## src/rtl/tcp_pkg.sv

```systemverilog
// Shared TCP RX parser definitions: FSM encodings, header offsets, flag bits, captured header layout.
// No logic; latency n/a.
// Backpressure n/a.
package tcp_pkg;

    localparam logic [1:0] S_HDR     = 2'd0;
    localparam logic [1:0] S_OPT     = 2'd1;
    localparam logic [1:0] S_PAYLOAD = 2'd2;
    localparam logic [1:0] S_DROP    = 2'd3;

    localparam int TCP_HDR_MIN_BYTES = 20;
    localparam int OFF_DST_PORT      = 2;
    localparam int OFF_SEQ           = 4;
    localparam int OFF_ACK           = 8;
    localparam int OFF_DOFF          = 12;
    localparam int OFF_FLAGS         = 13;
    localparam int OFF_WIN           = 14;
    // Bytes 16-19 (checksum, urgent pointer) are never needed, so capture stops at the window.
    localparam int TCP_CAPTURE_BYTES = 16;

    localparam int FLAG_FIN = 0;
    localparam int FLAG_SYN = 1;
    localparam int FLAG_RST = 2;
    localparam int FLAG_PSH = 3;
    localparam int FLAG_ACK = 4;
    localparam int FLAG_URG = 5;
    localparam int FLAG_ECE = 6;
    localparam int FLAG_CWR = 7;

    typedef struct packed {
        logic [15:0] src_port;
        logic [15:0] dst_port;
        logic [31:0] seq;
        logic [31:0] ack;
        logic [3:0]  doff;
        logic [3:0]  rsvd;
        logic [7:0]  flags;
        logic [15:0] window;
    } tcp_hdr_t;

    function automatic logic [15:0] sat_inc16(input logic [15:0] v);
        return (v == 16'hFFFF) ? v : v + 16'd1;
    endfunction

endpackage

```

## src/rtl/tcp_hdr_field_shift.sv

```systemverilog
// Big-endian byte capture: each enabled byte shifts in at the LSB end, so byte 0 ends at the MSBs.
// Latency: 1 cycle per byte.
// Backpressure: none; caller gates en with its handshake.
module tcp_hdr_field_shift #(
    parameter int W      = 8,
    parameter int NBYTES = 16
) (
    input  logic              clk,
    input  logic              rst_n,
    input  logic              en,
    input  logic [W-1:0]      din,
    output logic [NBYTES*W-1:0] q
);

    always_ff @(posedge clk) begin
        if (!rst_n) begin
            q <= '0;
        end else if (en) begin
            q <= {q[NBYTES*W-W-1:0], din};
        end
    end

endmodule

```

## src/rtl/tcp_rx_segment_parser.sv

```systemverilog
// Strips the TCP header, filters on local port, forwards payload with seq_start, anchors on SYN.
// Latency: header fields 1 cycle after last header byte; payload is a zero-latency pass-through.
// Backpressure: s_axis_tready follows m_axis_tready in payload, otherwise always ready.
module tcp_rx_segment_parser
    import tcp_pkg::*;
#(
    parameter int DATA_WIDTH = 8,
    parameter int SEQ_BITS   = 32
) (
    input  logic                  clk,
    input  logic                  rst_n,
    input  logic [DATA_WIDTH-1:0] s_axis_tdata,
    input  logic                  s_axis_tvalid,
    output logic                  s_axis_tready,
    input  logic                  s_axis_tlast,
    output logic [DATA_WIDTH-1:0] m_axis_tdata,
    output logic                  m_axis_tvalid,
    input  logic                  m_axis_tready,
    output logic                  m_axis_tlast,
    input  logic [15:0]           local_port,
    output logic [SEQ_BITS-1:0]   seq_start,
    output logic [SEQ_BITS-1:0]   seq_base,
    output logic                  base_valid,
    output logic                  hdr_valid,
    output logic [15:0]           hdr_src_port,
    output logic [SEQ_BITS-1:0]   hdr_ack_num,
    output logic [7:0]            hdr_flags,
    output logic [15:0]           hdr_window,
    output logic                  drop_pulse,
    output logic [15:0]           drop_count
);

    logic [1:0]  state, state_nxt;
    logic [7:0]  byte_cnt, cnt_nxt;
    logic [15:0] lport_q;
    logic [TCP_CAPTURE_BYTES*DATA_WIDTH-1:0] hdr_q;
    tcp_hdr_t    hdr;
    logic        in_fire, cap_en, port_bad, doff_bad, hdr_done, drop_evt, in_payload;
    logic [7:0]  hdr_len_m1;
    logic [SEQ_BITS-1:0] seq_w;
    logic        unused_hdr_bits;

    tcp_hdr_field_shift #(
        .W      (DATA_WIDTH),
        .NBYTES (TCP_CAPTURE_BYTES)
    ) u_capture (
        .clk   (clk),
        .rst_n (rst_n),
        .en    (cap_en),
        .din   (s_axis_tdata),
        .q     (hdr_q)
    );

    assign hdr             = hdr_q;
    assign seq_w           = SEQ_BITS'(hdr.seq);
    assign unused_hdr_bits = ^{hdr.dst_port, hdr.rsvd};

    assign in_payload    = rst_n && (state == S_PAYLOAD);
    assign s_axis_tready = rst_n && (in_payload ? m_axis_tready : 1'b1);
    assign m_axis_tvalid = in_payload && s_axis_tvalid;
    assign m_axis_tlast  = in_payload && s_axis_tlast;
    assign m_axis_tdata  = in_payload ? s_axis_tdata : '0;

    assign in_fire    = s_axis_tvalid && s_axis_tready;
    assign cap_en     = in_fire && (state == S_HDR) && (byte_cnt < 8'(TCP_CAPTURE_BYTES));
    // When byte 3 arrives, byte 2 is still sitting in the lowest capture slot.
    assign port_bad   = (byte_cnt == 8'(OFF_DST_PORT + 1)) &&
                        ({hdr_q[7:0], s_axis_tdata} != lport_q);
    assign doff_bad   = (byte_cnt == 8'(OFF_DOFF)) && (s_axis_tdata[7:4] < 4'd5);
    assign hdr_len_m1 = {2'b00, hdr.doff, 2'b00} - 8'd1;

    always_comb begin
        state_nxt = state;
        cnt_nxt   = byte_cnt;
        hdr_done  = 1'b0;
        drop_evt  = 1'b0;
        if (in_fire) begin
            case (state)
                S_HDR: begin
                    cnt_nxt = byte_cnt + 8'd1;
                    if (port_bad || doff_bad) begin
                        cnt_nxt = 8'd0;
                        if (s_axis_tlast) drop_evt  = 1'b1;
                        else              state_nxt = S_DROP;
                    end else if ((byte_cnt == 8'(TCP_HDR_MIN_BYTES - 1)) && (hdr.doff == 4'd5)) begin
                        hdr_done  = 1'b1;
                        cnt_nxt   = 8'd0;
                        state_nxt = s_axis_tlast ? S_HDR : S_PAYLOAD;
                    end else if (s_axis_tlast) begin
                        drop_evt = 1'b1;
                        cnt_nxt  = 8'd0;
                    end else if (byte_cnt == 8'(TCP_HDR_MIN_BYTES - 1)) begin
                        state_nxt = S_OPT;
                    end
                end
                S_OPT: begin
                    cnt_nxt = byte_cnt + 8'd1;
                    if (byte_cnt == hdr_len_m1) begin
                        hdr_done  = 1'b1;
                        cnt_nxt   = 8'd0;
                        state_nxt = s_axis_tlast ? S_HDR : S_PAYLOAD;
                    end else if (s_axis_tlast) begin
                        drop_evt  = 1'b1;
                        cnt_nxt   = 8'd0;
                        state_nxt = S_HDR;
                    end
                end
                S_PAYLOAD: begin
                    if (s_axis_tlast) state_nxt = S_HDR;
                end
                default: begin
                    if (s_axis_tlast) begin
                        drop_evt  = 1'b1;
                        state_nxt = S_HDR;
                    end
                end
            endcase
        end
    end

    always_ff @(posedge clk) begin
        if (!rst_n) begin
            state        <= S_HDR;
            byte_cnt     <= 8'd0;
            lport_q      <= 16'd0;
            seq_start    <= '0;
            seq_base     <= '0;
            base_valid   <= 1'b0;
            hdr_valid    <= 1'b0;
            hdr_src_port <= 16'd0;
            hdr_ack_num  <= '0;
            hdr_flags    <= 8'd0;
            hdr_window   <= 16'd0;
            drop_pulse   <= 1'b0;
            drop_count   <= 16'd0;
        end else begin
            state      <= state_nxt;
            byte_cnt   <= cnt_nxt;
            hdr_valid  <= hdr_done;
            base_valid <= hdr_done && hdr.flags[FLAG_SYN];
            drop_pulse <= drop_evt;
            if (in_fire && (state == S_HDR) && (byte_cnt == 8'd0)) begin
                lport_q <= local_port;
            end
            if (drop_evt) begin
                drop_count <= sat_inc16(drop_count);
            end
            // A SYN consumes one sequence number, so payload and anchor both start at ISN+1.
            if (hdr_done) begin
                hdr_src_port <= hdr.src_port;
                hdr_ack_num  <= SEQ_BITS'(hdr.ack);
                hdr_flags    <= hdr.flags;
                hdr_window   <= hdr.window;
                seq_start    <= seq_w + SEQ_BITS'(hdr.flags[FLAG_SYN]);
                if (hdr.flags[FLAG_SYN]) begin
                    seq_base <= seq_w + SEQ_BITS'(1);
                end
            end
        end
    end

endmodule
```

## config.mk

```make
export PLATFORM = sky130hd
export DESIGN_NAME = tcp_rx_segment_parser
export DESIGN_NICKNAME = d
export VERILOG_FILES = /design/src/rtl/tcp_pkg.sv /design/src/rtl/tcp_hdr_field_shift.sv /design/src/rtl/tcp_rx_segment_parser.sv
export SDC_FILE = /design/constraint.sdc
export NUM_CORES = 1
export LEC_CHECK = 0
export BUFFER_PORTS_ARGS = -buffer_cell sky130_fd_sc_hd__buf_2
export CELL_PAD_IN_SITES_DETAIL_PLACEMENT = 0
export CELL_PAD_IN_SITES_GLOBAL_PLACEMENT = 1
export CORE_MARGIN = 1.5
export CORE_UTILIZATION = 42
export CTS_CLUSTER_SIZE = 25
export DETAILED_ROUTE_END_ITERATION = 8
export GPL_TIMING_DRIVEN = 0
export PLACE_DENSITY = 0.78
export SLEW_MARGIN = 20
export SYNTH_ARGS = -nofsm -noshare
export SYNTH_HDL_FRONTEND = slang
export SYNTH_SLANG_ARGS = --single-unit
```

## constraint.sdc

```tcl
create_clock -name clk -period 3.31 [get_ports clk]
set_input_delay 0.8275 -clock clk [delete_from_list [all_inputs] [get_ports clk]]
set_output_delay 0.8275 -clock clk [all_outputs]
set_load 0.02 [all_outputs]
```

==> impl_metrics.json <==
{
  "run_status": "finished, final reports clean",
  "min_path_type": "reg -> reg",
  "fp.dieW_um": 178.5,
  "final_nets": 1932,
  "ys_warn_count": 0,
  "hold_viol": 0,
  "synth_commonest_cells": "nand2_1 (547), dfxtp_1 (309), a21oi_1 (243)",
  "ys_seq_elements": 309,
  "worstSetupEndpointType": "output port",
  "synth-seq-area-share": 0.4785,
  "cts_tree": "done",
  "reg2reg_depth": 10,
  "io_buffers": 194,
  "path_class": "in -> out",
  "whs_path_depth": 2,
  "viasPerCell": 5.163,
  "die_area_um2": 31840,
  "synth_edf_count": 0,
  "initial_utilization": 0.4249,
  "grt_util_met2": 0.3695,
  "ys_top_cells_by_area": "dfxtp_1 (48%), nand2_1 (16%), a21oi_1 (9.4%), xnor2_1 (4.3%), nand4_1 (3.1%)",
  "synth_area_leader_cell": "dfxtp_1",
  "synthesis.nets": 1701,
  "cts_max_level": 2,
  "min-delay-start": "hdr_flags[6]",
  "clock_path_buffers": 3,
  "worstMarginPinSlew_ns": 1.097,
  "grt_pass1_wl_um": 60230,
  "drt-total-wl_um": 38680,
  "p_comb_frac": 0.042,
  "synthCells": 1664,
  "wl_per_cell_um": 16.71,
  "numCtsBuffers": 35,
  "setup_violations": 0,
  "rows": 64,
  "period_share": 0.9723,
  "ff2ff_setup_slack_ns": 0.22,
  "drv_slew": 0,
  "cp_max_fo": 12,
  "path_clk_slew_ns": 0.05,
  "pwr_density_cell_nw_per_um2": 506.6,
  "internal_power_w": 0.006065,
  "worstSetupStartpointType": "primary input",
  "whs_endpoint": "hdr_flags[6]",
  "r2r-end": "seq_start[29]",
  "p_leak_nw": 5.945,
  "dr.first_iter.drc_count": 865,
  "die_h_um": 178.5,
  "synthFlopType": "dfxtp_1",
  "swShare": 0.2295,
  "clkSinkCount": 309,
  "worst_skew_pair.late_latency_ns": 0.52,
  "grt_antenna_before_repair": 0,
  "core_um2": 30430,
  "dp_hpwl_um": 28310,
  "clkPwrFrac": 0.480,
  "dr.pass1.iters": 5,
  "grt_max_degree": 14,
  "antenna_cells": 0,
  "synth.most_common_cell": "nand2_1",
  "drive_gt1_frac": 0.1548,
  "area_growth_pct": 20.19,
  "met1_usage": 0.3453,
  "grt_pass1_vias": 10946,
  "grt.busiest_layer": "met2",
  "p_switching_w": 0.001806,
  "drcViolationCount": 0,
  "period_minus_slack_ns": 3.218,
  "detailed_place.area_um2": 14400,
  "rsz0062_at_grt": "false",
  "peakVddDrop_uv": 315.9,
  "root_buffer": "clkbuf_16",
  "synthArstFlopShare": 0,
  "drtAntennaViolNets": 0,
  "place_congestion": 0.8964,
  "cp.arrival_ns": 2.39,
  "grt-ovfl-total": 0,
  "power_w": 0.007871,
  "io_pins": 195,
  "yosys.cell_types.count": 56,
  "met3_usage": 0.04284,
  "hold_ws_ns": 0.4469,
  "synth_top_cell_area_share": 0.4785,
  "track_usage": 0.2401,
  "stdcell_area_um2": 15540,
  "fin_skew_ns": 0.01311,
  "relSlewSlack": 0.2620,
  "cap_violations": 0,
  "vias": 11947,
  "r2r_start": "u_capture.q[28]",
  "seq_power_share": 0.479,
  "timing.fmax_mhz": 310.7,
  "crit_required_ns": 2.48,
  "avgSynthCellArea_um2": 7.770,
  "syn_area_um2": 12930
}
-- critical path: stages --
cell	delay (ns)
buf_2	0.27
clkinvlp_4	0.25
clkbuf_2	0.35
clkbuf_1	0.31
nor2_1	0.18
buf_2	0.19
-- registers in the layout (all words and copies together), names as in the netlist --
register      count
base_valid        1
byte_cnt          8
drop_count       16
drop_pulse        1
hdr_ack_num      32
hdr_flags         8
hdr_src_port     16
hdr_valid         1
hdr_window       16
lport_q          16
seq_base         32
seq_start        32
state             2
u_capture.q     128
-- layout make-up --
class	count	area (um^2)
flip-flops and latches	309	6186
multi-input cells	1204	6142
fillers	3071	14890
plain buffers	138	575.6
clock buffers	52	1030
repair buffers	196	985.9
inverters	11	45.04
clock inverters	8	78.83
well taps	396	495.5
-- how the worst max path moves through the flow --
stage	from	endpoint	slack, ns	cells after the start
final	rst_n	s_axis_tready	0.09	6
after global routing	u_capture.q[28]	seq_start[30]	0.02	10
after CTS	rst_n	s_axis_tready	0.1	6
after detailed placement	rst_n	s_axis_tready	-1.05	8
after global placement	rst_n	s_axis_tready	-1.06	8
after floorplan	rst_n	s_axis_tready	0.41	6
-- per-layer routing --
| layer | vias up | routed length, um |
|---|---|---|
| met5 | - | 0 |
| met4 | 0 | 694 |
| met3 | 59 | 2365 |
| met2 | 329 | 16830 |
| met1 | 5561 | 18790 |
| li1 | 5998 | - |
-- per-stage QoR --
step | setup slack (ns) | std cells | TNS, ns | utilization
detailed placement | -1.050 | 2254 | -29.42 | 0.4731
global placement | -1.058 | 2254 | -27.79 | 0.4731
global route | 0.01569 | 2314 | 0 | 0.5107
finish | 0.09170 | 2314 | 0 | 0.5107
floorplan | 0.4147 | 1664 | 0 | -
CTS | 0.09843 | 2314 | 0 | 0.5102
-- placed cells by master (no fill, tap or decap), types with 9 or more instances in the layout --
master | Yosys | routed
o21ai_0 | 37 | 37
clkbuf_16 | 0 | 35
nand2_1 | 547 | 547
xnor2_1 | 63 | 63
nor3_1 | 15 | 15
mux2i_1 | 26 | 26
xor2_1 | 23 | 23
buf_2 | 28 | 222
nand2b_1 | 10 | 10
a21oi_1 | 243 | 243
nor2_1 | 46 | 45
nand4_1 | 65 | 65
clkbuf_1 | 99 | 104
and2_1 | 16 | 16
nor4_1 | 13 | 11
nand3_1 | 31 | 31
clkbuf_8 | 0 | 9
inv_1 | 11 | 10
dfxtp_1 | 309 | 309
-- power groups by stage --
stage	Combinational, W	Clock [W]	Sequential [W]
5_1_grt	0.000360	0.00399	0.00377
2_1_floorplan	0.000208	0	0.00384
6_report	0.000328	0.00377	0.00377
4_1_cts	0.000328	0.00385	0.00377
3_3_place_gp	0.000323	0	0.00385
3_5_place_dp	0.000325	0	0.00385
-- repair_timing --
action                     4_1_cts  5_1_grt
hold buffers                     0        0
resized for setup                3        1
setup endpoints to repair       71        4
setup buffers                    2        0
-- cells by family (layout without fill, tap and decap cells) --
group           count (synthesis)  count (layout)  synth area share
simple gates                  775             775            0.2604
buf+inv                       151             405           0.04820
flops                         309             309            0.4785
mux                            26              26           0.02013
compound gates                309             309            0.1268
fa+ha+maj                       8               8          0.007742
xor+xnor                       86              86           0.05826
Power figures use the tool's default switching activity.
